[src/rtl/pc_sequencer_pkg.sv]
// Shared types and constants for the PC sequencer and its halt detector.
package pc_sequencer_pkg;

  // Run-control states
  typedef enum logic [1:0] {
    IDLE = 2'd0,
    RUN  = 2'd1,
    HALT = 2'd2
  } pc_state_t;

  // Halt cause encodings reported while done is high
  localparam logic [1:0] HALT_NONE  = 2'b00;
  localparam logic [1:0] HALT_LOOP  = 2'b01;
  localparam logic [1:0] HALT_FAULT = 2'b10;
  localparam logic [1:0] HALT_WDOG  = 2'b11;

  // A fetch address is illegal when misaligned or past the end of instruction memory.
  // The comparison is unsigned across the full 32 bits.
  function automatic logic is_fetch_fault(input logic [31:0] addr,
                                          input logic [31:0] im_bytes);
    return (addr[1:0] != 2'b00) || (addr >= im_bytes);
  endfunction

endpackage

[src/rtl/pc_sequencer_if.sv]
// Bus between the PC sequencer (slave side) and the CPU / run controller (master side).
interface pc_sequencer_if;
  logic        start;
  logic [31:0] PC_Addr;
  logic [31:0] Next_Addr;
  logic        cpu_en;
  logic        busy;
  logic        done;
  logic [1:0]  halt_cause;
  logic [31:0] retired;

  modport master (
    output start,
    output Next_Addr,
    input  PC_Addr,
    input  cpu_en,
    input  busy,
    input  done,
    input  halt_cause,
    input  retired
  );

  modport slave (
    input  start,
    input  Next_Addr,
    output PC_Addr,
    output cpu_en,
    output busy,
    output done,
    output halt_cause,
    output retired
  );
endinterface

[src/rtl/pc_sequencer_halt_detect.sv]
// Combinational, prioritized halt detection: self-loop, then fetch fault, then watchdog.
module pc_halt_detect
  import pc_sequencer_pkg::*;
#(
  parameter logic [31:0] IM_BYTES  = 32'd1024,
  parameter logic [31:0] MAX_INSTR = 32'd1024
) (
  input  logic [31:0] pc_addr_i,
  input  logic [31:0] next_addr_i,
  input  logic [31:0] retired_i,
  output logic [1:0]  halt_cause_o
);

  // Pick the highest-priority halt condition for the instruction now executing
  always_comb begin
    halt_cause_o = HALT_NONE;
    if (next_addr_i == pc_addr_i) begin
      halt_cause_o = HALT_LOOP;
    end else if (is_fetch_fault(next_addr_i, IM_BYTES)) begin
      halt_cause_o = HALT_FAULT;
    end else if ((retired_i + 32'd1) == MAX_INSTR) begin
      halt_cause_o = HALT_WDOG;
    end else begin
      halt_cause_o = HALT_NONE;
    end
  end

endmodule

[src/rtl/pc_sequencer.sv]
// Program counter and run control: owns the PC, gates CPU writes, counts
// retired instructions and stops on self-loop, fetch fault or watchdog.
module pc_sequencer
  import pc_sequencer_pkg::*;
#(
  parameter logic [31:0] RESET_PC  = 32'h0000_0000,
  parameter logic [31:0] IM_BYTES  = 32'd1024,
  parameter logic [31:0] MAX_INSTR = 32'd1024
) (
  input logic            clk,
  input logic            rst,
  pc_sequencer_if.slave  bus
);

  pc_state_t   state_q, state_d;
  logic [31:0] pc_q, pc_d;
  logic [31:0] retired_q, retired_d;
  logic [1:0]  cause_q, cause_d;
  logic [1:0]  halt_s;

  pc_halt_detect #(
    .IM_BYTES  (IM_BYTES),
    .MAX_INSTR (MAX_INSTR)
  ) u_halt_detect (
    .pc_addr_i    (pc_q),
    .next_addr_i  (bus.Next_Addr),
    .retired_i    (retired_q),
    .halt_cause_o (halt_s)
  );

  // State register; reset drops straight to IDLE so cpu_en falls without a clock
  always_ff @(posedge clk or posedge rst) begin
    if (rst) begin
      state_q <= IDLE;
    end else begin
      state_q <= state_d;
    end
  end

  // Next-state logic; start is only honoured outside RUN
  always_comb begin
    state_d = state_q;
    case (state_q)
      IDLE:    state_d = bus.start ? RUN : IDLE;
      RUN:     state_d = (halt_s != HALT_NONE) ? HALT : RUN;
      HALT:    state_d = bus.start ? RUN : HALT;
      default: state_d = IDLE;
    endcase
  end

  // Run-control outputs decode directly from the state register
  always_comb begin
    bus.cpu_en = 1'b0;
    bus.busy   = 1'b0;
    bus.done   = 1'b0;
    case (state_q)
      IDLE: begin
        bus.cpu_en = 1'b0;
        bus.busy   = 1'b0;
        bus.done   = 1'b0;
      end
      RUN: begin
        bus.cpu_en = 1'b1;
        bus.busy   = 1'b1;
        bus.done   = 1'b0;
      end
      HALT: begin
        bus.cpu_en = 1'b0;
        bus.busy   = 1'b0;
        bus.done   = 1'b1;
      end
      default: begin
        bus.cpu_en = 1'b0;
        bus.busy   = 1'b0;
        bus.done   = 1'b0;
      end
    endcase
  end

  // Next PC / retired count / halt cause; a halting instruction retires but leaves the PC on itself
  always_comb begin
    pc_d      = pc_q;
    retired_d = retired_q;
    cause_d   = cause_q;
    case (state_q)
      IDLE: begin
        pc_d      = RESET_PC;
        retired_d = 32'd0;
        cause_d   = HALT_NONE;
      end
      RUN: begin
        retired_d = retired_q + 32'd1;
        if (halt_s != HALT_NONE) begin
          cause_d = halt_s;
        end else begin
          pc_d = bus.Next_Addr;
        end
      end
      HALT: begin
        if (bus.start) begin
          pc_d      = RESET_PC;
          retired_d = 32'd0;
          cause_d   = HALT_NONE;
        end else begin
          pc_d      = pc_q;
          retired_d = retired_q;
          cause_d   = cause_q;
        end
      end
      default: begin
        pc_d      = RESET_PC;
        retired_d = 32'd0;
        cause_d   = HALT_NONE;
      end
    endcase
  end

  // PC, retired count and halt cause registers
  always_ff @(posedge clk or posedge rst) begin
    if (rst) begin
      pc_q      <= RESET_PC;
      retired_q <= 32'd0;
      cause_q   <= HALT_NONE;
    end else begin
      pc_q      <= pc_d;
      retired_q <= retired_d;
      cause_q   <= cause_d;
    end
  end

  assign bus.PC_Addr    = pc_q;
  assign bus.retired    = retired_q;
  assign bus.halt_cause = cause_q;

endmodule

[src/flat_wrapper.sv]
// flat-port wrapper written by rule: the top's interface ports become plain ports
module pc_sequencer_flat import pc_sequencer_pkg::*;
#(
  parameter logic [31:0] RESET_PC  = 32'h0000_0000,
  parameter logic [31:0] IM_BYTES  = 32'd1024,
  parameter logic [31:0] MAX_INSTR = 32'd1024
)
  (clk, rst, bus_start, bus_Next_Addr, bus_PC_Addr, bus_cpu_en, bus_busy, bus_done, bus_halt_cause, bus_retired);
  pc_sequencer_if bus_i ();
  input logic clk;
  input logic rst;
  input wire logic [$bits(bus_i.start)-1:0] bus_start;
  input wire logic [$bits(bus_i.Next_Addr)-1:0] bus_Next_Addr;
  output wire logic [$bits(bus_i.PC_Addr)-1:0] bus_PC_Addr;
  output wire logic [$bits(bus_i.cpu_en)-1:0] bus_cpu_en;
  output wire logic [$bits(bus_i.busy)-1:0] bus_busy;
  output wire logic [$bits(bus_i.done)-1:0] bus_done;
  output wire logic [$bits(bus_i.halt_cause)-1:0] bus_halt_cause;
  output wire logic [$bits(bus_i.retired)-1:0] bus_retired;
  assign bus_i.start = bus_start;
  assign bus_i.Next_Addr = bus_Next_Addr;
  assign bus_PC_Addr = bus_i.PC_Addr;
  assign bus_cpu_en = bus_i.cpu_en;
  assign bus_busy = bus_i.busy;
  assign bus_done = bus_i.done;
  assign bus_halt_cause = bus_i.halt_cause;
  assign bus_retired = bus_i.retired;
  pc_sequencer #(.RESET_PC(RESET_PC), .IM_BYTES(IM_BYTES), .MAX_INSTR(MAX_INSTR)) u_core (.clk(clk), .rst(rst), .bus(bus_i));
endmodule
[config.mk]
export PLATFORM = sky130hd
export DESIGN_NAME = pc_sequencer_flat
export DESIGN_NICKNAME = d
export VERILOG_FILES = /design/src/rtl/pc_sequencer_pkg.sv /design/src/rtl/pc_sequencer_if.sv /design/src/rtl/pc_sequencer_halt_detect.sv /design/src/rtl/pc_sequencer.sv /design/src/flat_wrapper.sv
export SDC_FILE = /design/constraint.sdc
export NUM_CORES = 1
export LEC_CHECK = 0
export ABC_AREA = 1
export CORE_ASPECT_RATIO = 0.75
export CORE_UTILIZATION = 40
export DETAILED_ROUTE_END_ITERATION = 10
export PLACE_DENSITY_LB_ADDON = 0.05
export SLEW_MARGIN = 10
export SYNTH_ARGS = -nofsm -noshare
export SYNTH_HDL_FRONTEND = slang
export SYNTH_SLANG_ARGS = --single-unit
[constraint.sdc]
create_clock -name clk -period 5.65 [get_ports clk]
set_input_delay 1.13 -clock clk [delete_from_list [all_inputs] [get_ports clk]]
set_output_delay 1.13 -clock clk [all_outputs]
set_load 0.02 [all_outputs]
# == Word-level counts from Yosys, hierarchy flattened ==
# Index checks and enable logic that the tools add are counted.
# W data, S select, Z words.
# word_totals
latchBits,0
n_memories,0
wordCells,35
output_inout_bits,69
mem_bits_ro,0
mem_bits_rw,0
regBits,68
in_bits,35
# op_classes
n_reduce_logical,6
eq_ne,7
magnitude_cmp,1
n_mul,0
muxes,16
div_mod_pow,0
shift,0
n_addsub,1
bitwise_logic,0
# op_table
op,count
$pmux W32 S2,2
$mux W32,2
$add A32 B1 Y32 const B,1
$eq A32 B11 Y1 const B,1
$eq A32 B32 Y1,1
$ge A32 B11 Y1 const B,1
$mux W2,7
$pmux W2 S3,1
$ne A2 B2 Y1 const B,2
$pmux W2 S2,1
$reduce_and A2 Y1,2
$reduce_bool A2 Y1,2
$mux W1,3
$eq A2 B1 Y1 const B,1
$eq A2 B2 Y1 const B,1
$logic_not A2 Y1,1
$ne A2 B1 Y1 const B,1
$logic_or A1 B1 Y1,1

# == Logic depth before layout (Yosys ltp) ==
# Gate-level depths: netlist (run 1).
# logic_depth
depth_word,8
ltp_mapped,17
mapped_depth_nobuf,17

# == Hierarchy ==
# Synthesis (run 1) repeated with hierarchy kept, for this count alone.
# unflattened
hier_cells,740
area_unflattened_um2,5003.5
# modules_own_cells
mod,seq_area_each_um2,area_per_inst_um2,n_inst,cells_per_inst
pc_sequencer,1701.6,3413.3,1,406
pc_halt_detect,0.0,1590.3,1,334

# == Worst setup path after synthesis (run 1) ==
# No wires, ideal clock.
# synth_path
path_type,reg-to-output
start,register u_core.state_q[1]
end,output bus_cpu_en
stages_incl_launch_ff,7
arrival_ps,1619
path_buffers,3
slack_ps,2901
required_time_ps,4520
cell_sequence,dfrtp_1 -> inv_1 -> nand2_1 -> inv_1 -> clkbuf_1 -> buf_1 -> buf_4
# synth_between
elab_chain_len,2
# synth_rtl
element,line,rtl
from (decl),pc_sequencer.sv:15,"pc_state_t state_q, state_d;"
from (signal assigned),pc_sequencer.sv:36,state_q <= state_d;
$eq A2 B1 Y1,n/a,
$mux W1,n/a,
to (decl),flat_wrapper.sv:15,output wire logic [$bits(bus_i.cpu_en)-1:0] bus_cpu_en;
# Every way passes these cells.

# == Worst setup path in the final report (run 1) ==
# layout_path
start,register u_core.state_q[1]
end,output bus_busy
# layout_between
elab_chain_len,2
# layout_rtl
element,line,rtl
$eq A2 B1 Y1,pc_sequencer.sv:56,case (state_q)
$mux W1,pc_sequencer.sv:56,
to (decl),flat_wrapper.sv:16,output wire logic [$bits(bus_i.busy)-1:0] bus_busy;
# Every way passes these cells.

==> results.md, run 1 <==
Global route:
- The first global-routing pass estimated 18.1 mm of wire.
- Entering global routing, the biggest net connects 69 pins.
- Across every metal layer, demand over resource in global routing totals 0.224.
- The initial antenna violation count is 0.
- The total global routing overflow is 0.
- The number of global-route vias before repair came to about 3600.

Layout:
- The layout has approximately 920 filler cells.
- The number of nets in the finished design is 692.
- After routing the design area is around 0.0055 mm2.
- The storage element area is between 0.0015 and 0.002 mm2.
- The total inserted antenna cells is 0.
- The post-synthesis to final-layout area growth is 36.9%.
- The area of combinational cells with multiple inputs is 0.00204 mm2.
- In the final layout, the share of cells above drive strength 1 is 0.0620.

Clock network:
- The clock root buffer is sky130_fd_sc_hd__clkbuf_16.
- For this design, the sink count on the clock tree is about 70.
- The worst-skew pair later-pin latency is approximately 0.34 ns.
- The H-tree depth reported by CTS is 3.
- The number of setup buffers added after CTS is 0.
- Buffers inserted to repair hold after CTS numbered 0.
- The CTS tree is built.
- The number of gates resized after CTS was 0.
- The number of clock buffers added by TritonCTS is 9.
- After clock tree synthesis, the clock-pin slew on the worst setup and hold paths is approximately 0.060 ns.
- The clock passes through at most 2 buffers.

Synthesis:
- Yosys printed 0 warnings.
- The share of flip-flops with an asynchronous set or reset is 1.00.
- Ranked by instance count, the synthesized netlist is headed by sky130_fd_sc_hd__nand2_1 (179), sky130_fd_sc_hd__nor2_1 (70), sky130_fd_sc_hd__dfrtp_1 (68).
- The mean instance size in the synthesized netlist is about 7.3 um2.
- Of the post-synthesis cell area, the dominant cell type holds 0.424.
- The post-synth net total is a little under 600.
- In the post-synthesis netlist, the cell with the most instances is sky130_fd_sc_hd__nand2_1.
- After synthesis, the cell types taking the most area are sky130_fd_sc_hd__dfrtp_1 (42%), sky130_fd_sc_hd__nand2_1 (17%), sky130_fd_sc_hd__nor2_1 (6.5%).
- Yosys mapped a number of flops with a built-in enable equal to 0.
- The count of different cell masters after synthesis is 29.
- sky130_fd_sc_hd__dfrtp_1 takes more of the synthesized area than any other cell.
- Summing every instance area after synthesis gives ~0.004 mm2.
- The sequential element share of the synthesized area is 0.424.
- The number of synthesized register bits is 68.
- The most frequently used flop master after synthesis is sky130_fd_sc_hd__dfrtp_1.
- The gate count after technology mapping is 550.

Timing:
- At the pin with the least slew margin, the transition time is 0.850 ns.
- In the final timing run, aggregate negative setup slack is 0 ns.
- Headroom to the max-slew limit came out at 0.434.
- The worst hold margin is about 0.49 ns.
- The final count of hold timing violations is 0.
- Once routing completed, OpenROAD measured the worst setup slack at 2.39 ns.
- Dividing the final minimum period by the clock period gives 0.577.
- The maximum clock skew at final layout is roughly 0.008 ns.
- For this run, the top clock speed supported by timing is between 300 and 400 MHz.
- The final number of max-transition violations came to 0.
- Setup repair after global routing left no endpoint under its margin.
- Setup violations remaining at the end of the flow were counted as 0.
- The worst path needs around 3.3 ns of the cycle, external delays included.

Route:
- For this run, the detailed router's first-pass iteration total came to 5.
- The routed wire length is 11.2 mm.
- Dividing the detail-routed wire length by the instance count gives 14.1 um.
- Using the TritonRoute via totals, the vias-per-cell ratio works out to 4.94.
- The iteration-0 DRC count of the detailed router is 311.
- After detailed routing, the number of remaining DRC violations is 0.
- The remaining antenna violation count is 0.
- The overall via count from detail_route is 3920.

Floorplan:
- The initial standard-cell utilization of the core is 0.414.
- The floorplan step defined a core boundary enclosing 0.00970 mm2.
- The number of cell rows is 31.
- Pin placement for this block handled 104 I/O pins.
- From bottom edge to top edge, the die measures 88.8 um.
- The overall die width is roughly 120 um.
- The area of the die is about 0.010 mm2.

Status:
- The flow ran to the end, and the final reports show no timing, DRC or antenna violations.

Setup path:
- The beginning of the critical path is u_core.state_q[1].
- The setup path with the least slack is of type register to output port.
- STA classifies the critical path endpoint as an output port.
- At the worst endpoint, the required time is approximately 4.5 ns.
- The startpoint kind of the worst setup timing path is a register.
- The startpoint of the worst-slack reg-to-reg timing path is u_core.bus.retired[1].
- In this run the worst path has a maximum fanout of 31.
- The data arrival time of the worst path is 2.13 ns.

Placed design:
- The congestion estimate from routability-driven global placement came to around 0.9.
- In this run the cell area measured after placement is ~0.0052 mm2.
- The post-detailed-placement half-perimeter wirelength is 8.16 mm.
- The worst-case setup slack after placement is roughly 2.3 ns.
- During placement, the flow inserted port buffers numbering between 100 and 150.

Flow run:
- The number of max-cap violations is 0.

Power and ir drop:
- The relative contribution of the clock network to total power is 0.507.
- The switching power is about 0.29 mW.
- Of the total power, combinational logic draws 0.084.
- The power density normalized to cell area is about 220 mW/mm2.
- The analysis attributes to cell leakage a power of between 2 and 2.5 nW.
- The internal power of the cells totals about 0.9 mW.
- Of the total power, registers draw 0.409.
- Of the total power, the share spent switching nets is 0.236.
- The worst vdd rail ir drop is ~0.10 mV.

Hold path:
- The startpoint identified for the worst hold timing path is u_core.state_q[0].
- The min-delay analysis places its worst path in the category register to register.
-- final cells by class --
| cell class | instances | share of cell area |
|---|---|---|
| multi-input cells | 415 | 0.372 |
| inverters | 56 | 0.0382 |
| clock inverters | 7 | 0.0180 |
| well taps | 132 | 0.0300 |
| clock buffers | 9 | 0.0410 |
| flip-flops and latches | 68 | 0.310 |
| repair buffers | 106 | 0.192 |
-- cell usage in the layout, fill, tap and decap left out, types with 8 or more instances in the layout --
master and count:
sky130_fd_sc_hd__dfrtp_1 68, sky130_fd_sc_hd__nor2_1 70, sky130_fd_sc_hd__clkdlybuf4s50_1 103, sky130_fd_sc_hd__xor2_1 9, sky130_fd_sc_hd__clkbuf_16 9, sky130_fd_sc_hd__o21ai_0 32
sky130_fd_sc_hd__nand4_1 8, sky130_fd_sc_hd__a21boi_1 14, sky130_fd_sc_hd__nand3_1 34, sky130_fd_sc_hd__nand2_1 179, sky130_fd_sc_hd__xnor2_1 24, sky130_fd_sc_hd__inv_1 55
-- sequential cells by signal, summed over array words and instances, names as in the netlist --
signal	cells
u_core.bus.retired	32
u_core.bus.PC_Addr	32
u_core.bus.halt_cause	2
u_core.state_q	2
-- final timing paths --
check / depth (start not counted) / slack, ns / endpoint
max: 5 / 2.39 / bus_busy
min: 1 / 0.49 / u_core.state_q[0]
max reg2reg: 15 / 2.87 / u_core.bus.PC_Addr[6]
min reg2reg: 1 / 0.49 / u_core.state_q[0]
max in group asynchronous: 3 / 3.73 / u_core.bus.PC_Addr[1]
min in group asynchronous: 3 / 1.38 / u_core.bus.retired[21]
-- cells by family after synthesis --
logic type / count (synthesis) / synth area share
buf+inv: 67 / 0.0673
flops: 68 / 0.424
xor+xnor: 33 / 0.0720
compound gates: 65 / 0.0982
fa+ha+maj: 1 / 0.00312
simple gates: 316 / 0.335
-- power by group through the flow --
stage	Sequential [mW]	Combinational, mW	Clock [mW]
floorplan	0.505	0.0507	0
global placement	0.502	0.101	0
detailed placement	0.502	0.102	0
CTS	0.494	0.103	0.623
global route	0.494	0.112	0.646
finish	0.494	0.101	0.612
-- metrics by stage --
stage | utilization | instances | power, mW
global route | 0.567 | 793 | 1.25
CTS | 0.567 | 793 | 1.22
global placement | 0.533 | 777 | 0.604
finish | 0.567 | 793 | 1.21
floorplan | - | 550 | 0.555
detailed placement | 0.533 | 777 | 0.605
-- per-layer routing --
layer	vias to the layer above	wire, um	global-route usage
li1	1958	-	-
met1	1829	5780	0.327
met2	122	4680	0.330
met3	11	587	0.0515
met4	0	133	0.0664
met5	-	0	0
-- critical path: stages (launching register included) --
cell,delay [ns]
sky130_fd_sc_hd__dfrtp_1,0.36
sky130_fd_sc_hd__inv_1,0.07
sky130_fd_sc_hd__nand2_1,0.21
sky130_fd_sc_hd__inv_1,0.11
sky130_fd_sc_hd__buf_4,0.36
sky130_fd_sc_hd__clkdlybuf4s50_1,0.68
Note: power is estimated with default switching activity, not from simulation.
==> run 2: changes to the inputs <==
clock period = 2.7 ns   (was 5.65 ns; I/O delays follow)
==> results.md, run 2 (synthesis gave the netlist of run 1 again) <==
Status:
- The flow ran to the end, and the final reports show no timing, DRC or antenna violations.

Timing:
- For the pin with the worst max-slew slack, the measured transition is 0.402 ns.
- The setup violation total in the final timing report is 0.
- The relative slew slack is 0.731.
- In the finished design, the share of the clock period the worst path needs comes to 0.931.
- Summed over all failing endpoints, the final setup total negative slack is 0 ns.
- Between clock sinks in the finished design, the worst skew comes to approximately 0.0058 ns.
- Derived from the worst setup path, the maximum achievable clock frequency is about 400 MHz.
- The smallest clock period supported by the final layout is computed as around 2.5 ns.
- The final number of max-transition violations came to 0.
- The final count of hold timing violations came to 0.

Setup path:
- The worst-path maximum fanout is 16.
- The most critical setup path has its endpoint at u_core.bus.PC_Addr[19].
- Setup slack on the worst reg-to-reg path comes out at 0.19 ns.
- The kind of capture point of the worst setup path is a register.
- For the worst setup path, the data required time is approximately 3.0 ns.
- The beginning of the critical path is u_core.bus.retired[0].
- The slowest stage of the critical path is the sky130_fd_sc_hd__dfrtp_1 cell.
- By instance count, the cell type seen most on the critical path is sky130_fd_sc_hd__nand2_1.
- The longest individual stage delay on the worst path is around 0.45 ns.
- The length in cells of the worst reg-to-reg path is 16.
- The data arrival time of the worst path is 2.77 ns.
- The startpoint of the worst-slack reg-to-reg timing path is u_core.bus.retired[0].
- Traced cell by cell, the critical path runs through buf_4 > inv_1 > nor2_4 > nand2_2 > nor2_4 > nand2_1 > nand2_1 > nand2_1 > nor2_1 > nand2_1 > nor2_2 > nand3_2 > nand3_2 > nand2_4 > buf_6 > a21oi_1.
- The endpoint identified for the worst register-to-register timing path is u_core.bus.PC_Addr[19].
- The critical path class is register to register.
- The worst setup path is launched from a register.

Power and ir drop:
- The worst-case IR drop observed on VDD is 0.339 mV.
- The power density normalized to cell area is about 450 mW/mm2.
- The leakage component of the power is 2.34 nW.

Route:
- The iteration-0 DRC count of the detailed router is approximately 240.
- The first-pass iteration count of the detailed router is 4.
- The routed via count divided by cell count is a little under 5.
- After detailed routing, the average wire length per cell comes to approximately 14 um.
- The overall via count from detail_route is between 3000 and 4000.
- The number of remaining DRC errors is 0.
- Summed over all layers, the routed wires come to around 11 mm.
- The remaining antenna violation count is 0.

Clock network:
- TritonCTS created 9 clock buffers.
- The clock sink total is 68.
- The deepest clock path buffer count is 2.
- The clock root buffer is sky130_fd_sc_hd__clkbuf_16.
- The clock-pin slew of the registers on the worst-case setup and hold paths is 0.06 ns.
- The clock reaches the later pin of the worst-skew pair after around 0.33 ns.
- The number of hold-repair buffers added at the cts stage is 0.
- The CTS tree is built.
- In this run the number of H-tree levels came out at 3.

Hold path:
- The path category of the worst min-delay check is register to register.

Placed design:
- The post-placement cell area is roughly 0.0052 mm2.
- The post-detailed-placement half-perimeter wirelength is 8.35 mm.
- The final weighted congestion of routability-driven global placement is roughly 0.9.
- In this run the tool buffered the top-level ports with slightly above 100 buffer cells.
- After detailed placement, the design holds a cell count of a little under 800.

Global route:
- The total global routing overflow is 0.
- The met3 routing resource usage after global routing is 0.0470.
- The largest net degree at the start of global routing is roughly 70.
- The number of global-route vias before repair is ~3600.
- The global-route wire length before repair is ~18 mm.
- The met2 track demand over resource in global routing is 0.338.
- For met1 alone, demand over resource in global routing was 0.316.
- The total global-route track usage is 0.222.
- The global routing stage identified its most utilized layer as met2.
- The initial antenna violation count is 0.

Floorplan:
- The initial standard-cell utilization of the core is 0.414.
- The overall die width is ~120 um.
- The area of the die is 0.0104 mm2.
- The floorplan has 31 rows.
- The I/O pin count is approximately 100.
- In this run the standard cell core region covers between 0.009 and 0.01 mm2.
- The vertical die dimension is approximately 89 um.

Layout:
- For this run, the post-layout net count is roughly 700.
- Leaving out fill and tap cells, the most frequent cells in the layout are sky130_fd_sc_hd__nand2_1 (179), sky130_fd_sc_hd__clkdlybuf4s50_1 (103), sky130_fd_sc_hd__nor2_1 (67), sky130_fd_sc_hd__dfrtp_1 (67), sky130_fd_sc_hd__inv_1 (55).
- The fraction of final layout cells with drive strength greater than 1 is 0.0820.
- Compared with the post-synthesis result, the final layout area differs by 39.9%.
- The total inserted antenna cells is 0.
- The library cell used most frequently in the layout, excluding fill and tap cells, is sky130_fd_sc_hd__nand2_1.
- The count of cells in the finished layout, fillers not included, comes to roughly 800.
- The final cell area excluding filler cells is about 0.0056 mm2.
- The layout has ~920 filler cells.
- The storage element area is 0.00170 mm2.
- The area of combinational cells with multiple inputs is about 0.0021 mm2.

Flow run:
- The number of max-cap violations is 0.
run 2: worst min-delay path by stage:
| stage | cells after the start | slack (ns) | start | end |
|---|---|---|---|---|
| 2_1_floorplan | 1 | 0.45 | u_core.state_q[0] | u_core.state_q[0] |
| 3_3_place_gp | 1 | 0.46 | u_core.state_q[0] | u_core.state_q[0] |
| 3_5_place_dp | 1 | 0.48 | u_core.state_q[0] | u_core.state_q[0] |
| 4_1_cts | 1 | 0.49 | u_core.state_q[0] | u_core.state_q[0] |
| 5_1_grt | 1 | 0.54 | u_core.state_q[0] | u_core.state_q[0] |
| 6_report | 1 | 0.49 | u_core.state_q[0] | u_core.state_q[0] |
run 2: final cells by class:
class / count / share of cell area
multi-input cells: 415 / 0.367
well taps: 132 / 0.0294
flip-flops and latches: 68 / 0.303
clock buffers: 10 / 0.0408
inverters: 56 / 0.0374
repair buffers: 116 / 0.206
clock inverters: 6 / 0.0158
run 2: stage by stage:
step | util | power (mW) | hold slack, ns | setup slack, ns
after floorplan | - | 1.16 | 0.447 | 0.446
after global placement | 0.541 | 1.28 | 0.462 | 0.187
after detailed placement | 0.541 | 1.28 | 0.478 | 0.130
after CTS | 0.573 | 2.54 | 0.486 | 0.142
after global routing | 0.579 | 2.61 | 0.539 | -0.0359
final | 0.579 | 2.53 | 0.485 | 0.187
run 2: critical path: cells and delay by family (launching register included):
kind | cells | cell delay [ns]
AND/OR/NAND/NOR | 12 | 1.43
flip-flops | 1 | 0.45
buffers and inverters | 3 | 0.41
AO/OA/AOI/OAI | 1 | 0.15
run 2: routing by layer:
metal	wire length [um]	up-vias
li1	-	1984
met1	5690	1830
met2	4880	117
met3	745	10
met4	129	0
met5	0	-
run 2: power by group:
part | leakage, nW | internal [mW] | switching [mW] | total [mW]
clock | 0.149 | 0.808 | 0.454 | 1.26
combinational | 1.25 | 0.103 | 0.130 | 0.232
sequential | 0.944 | 1.03 | 0.00831 | 1.04
run 2: timing repair:
action	CTS	global route
endpoints found under the setup margin	0	28
resized for setup	0	7
buffers inserted	0	4
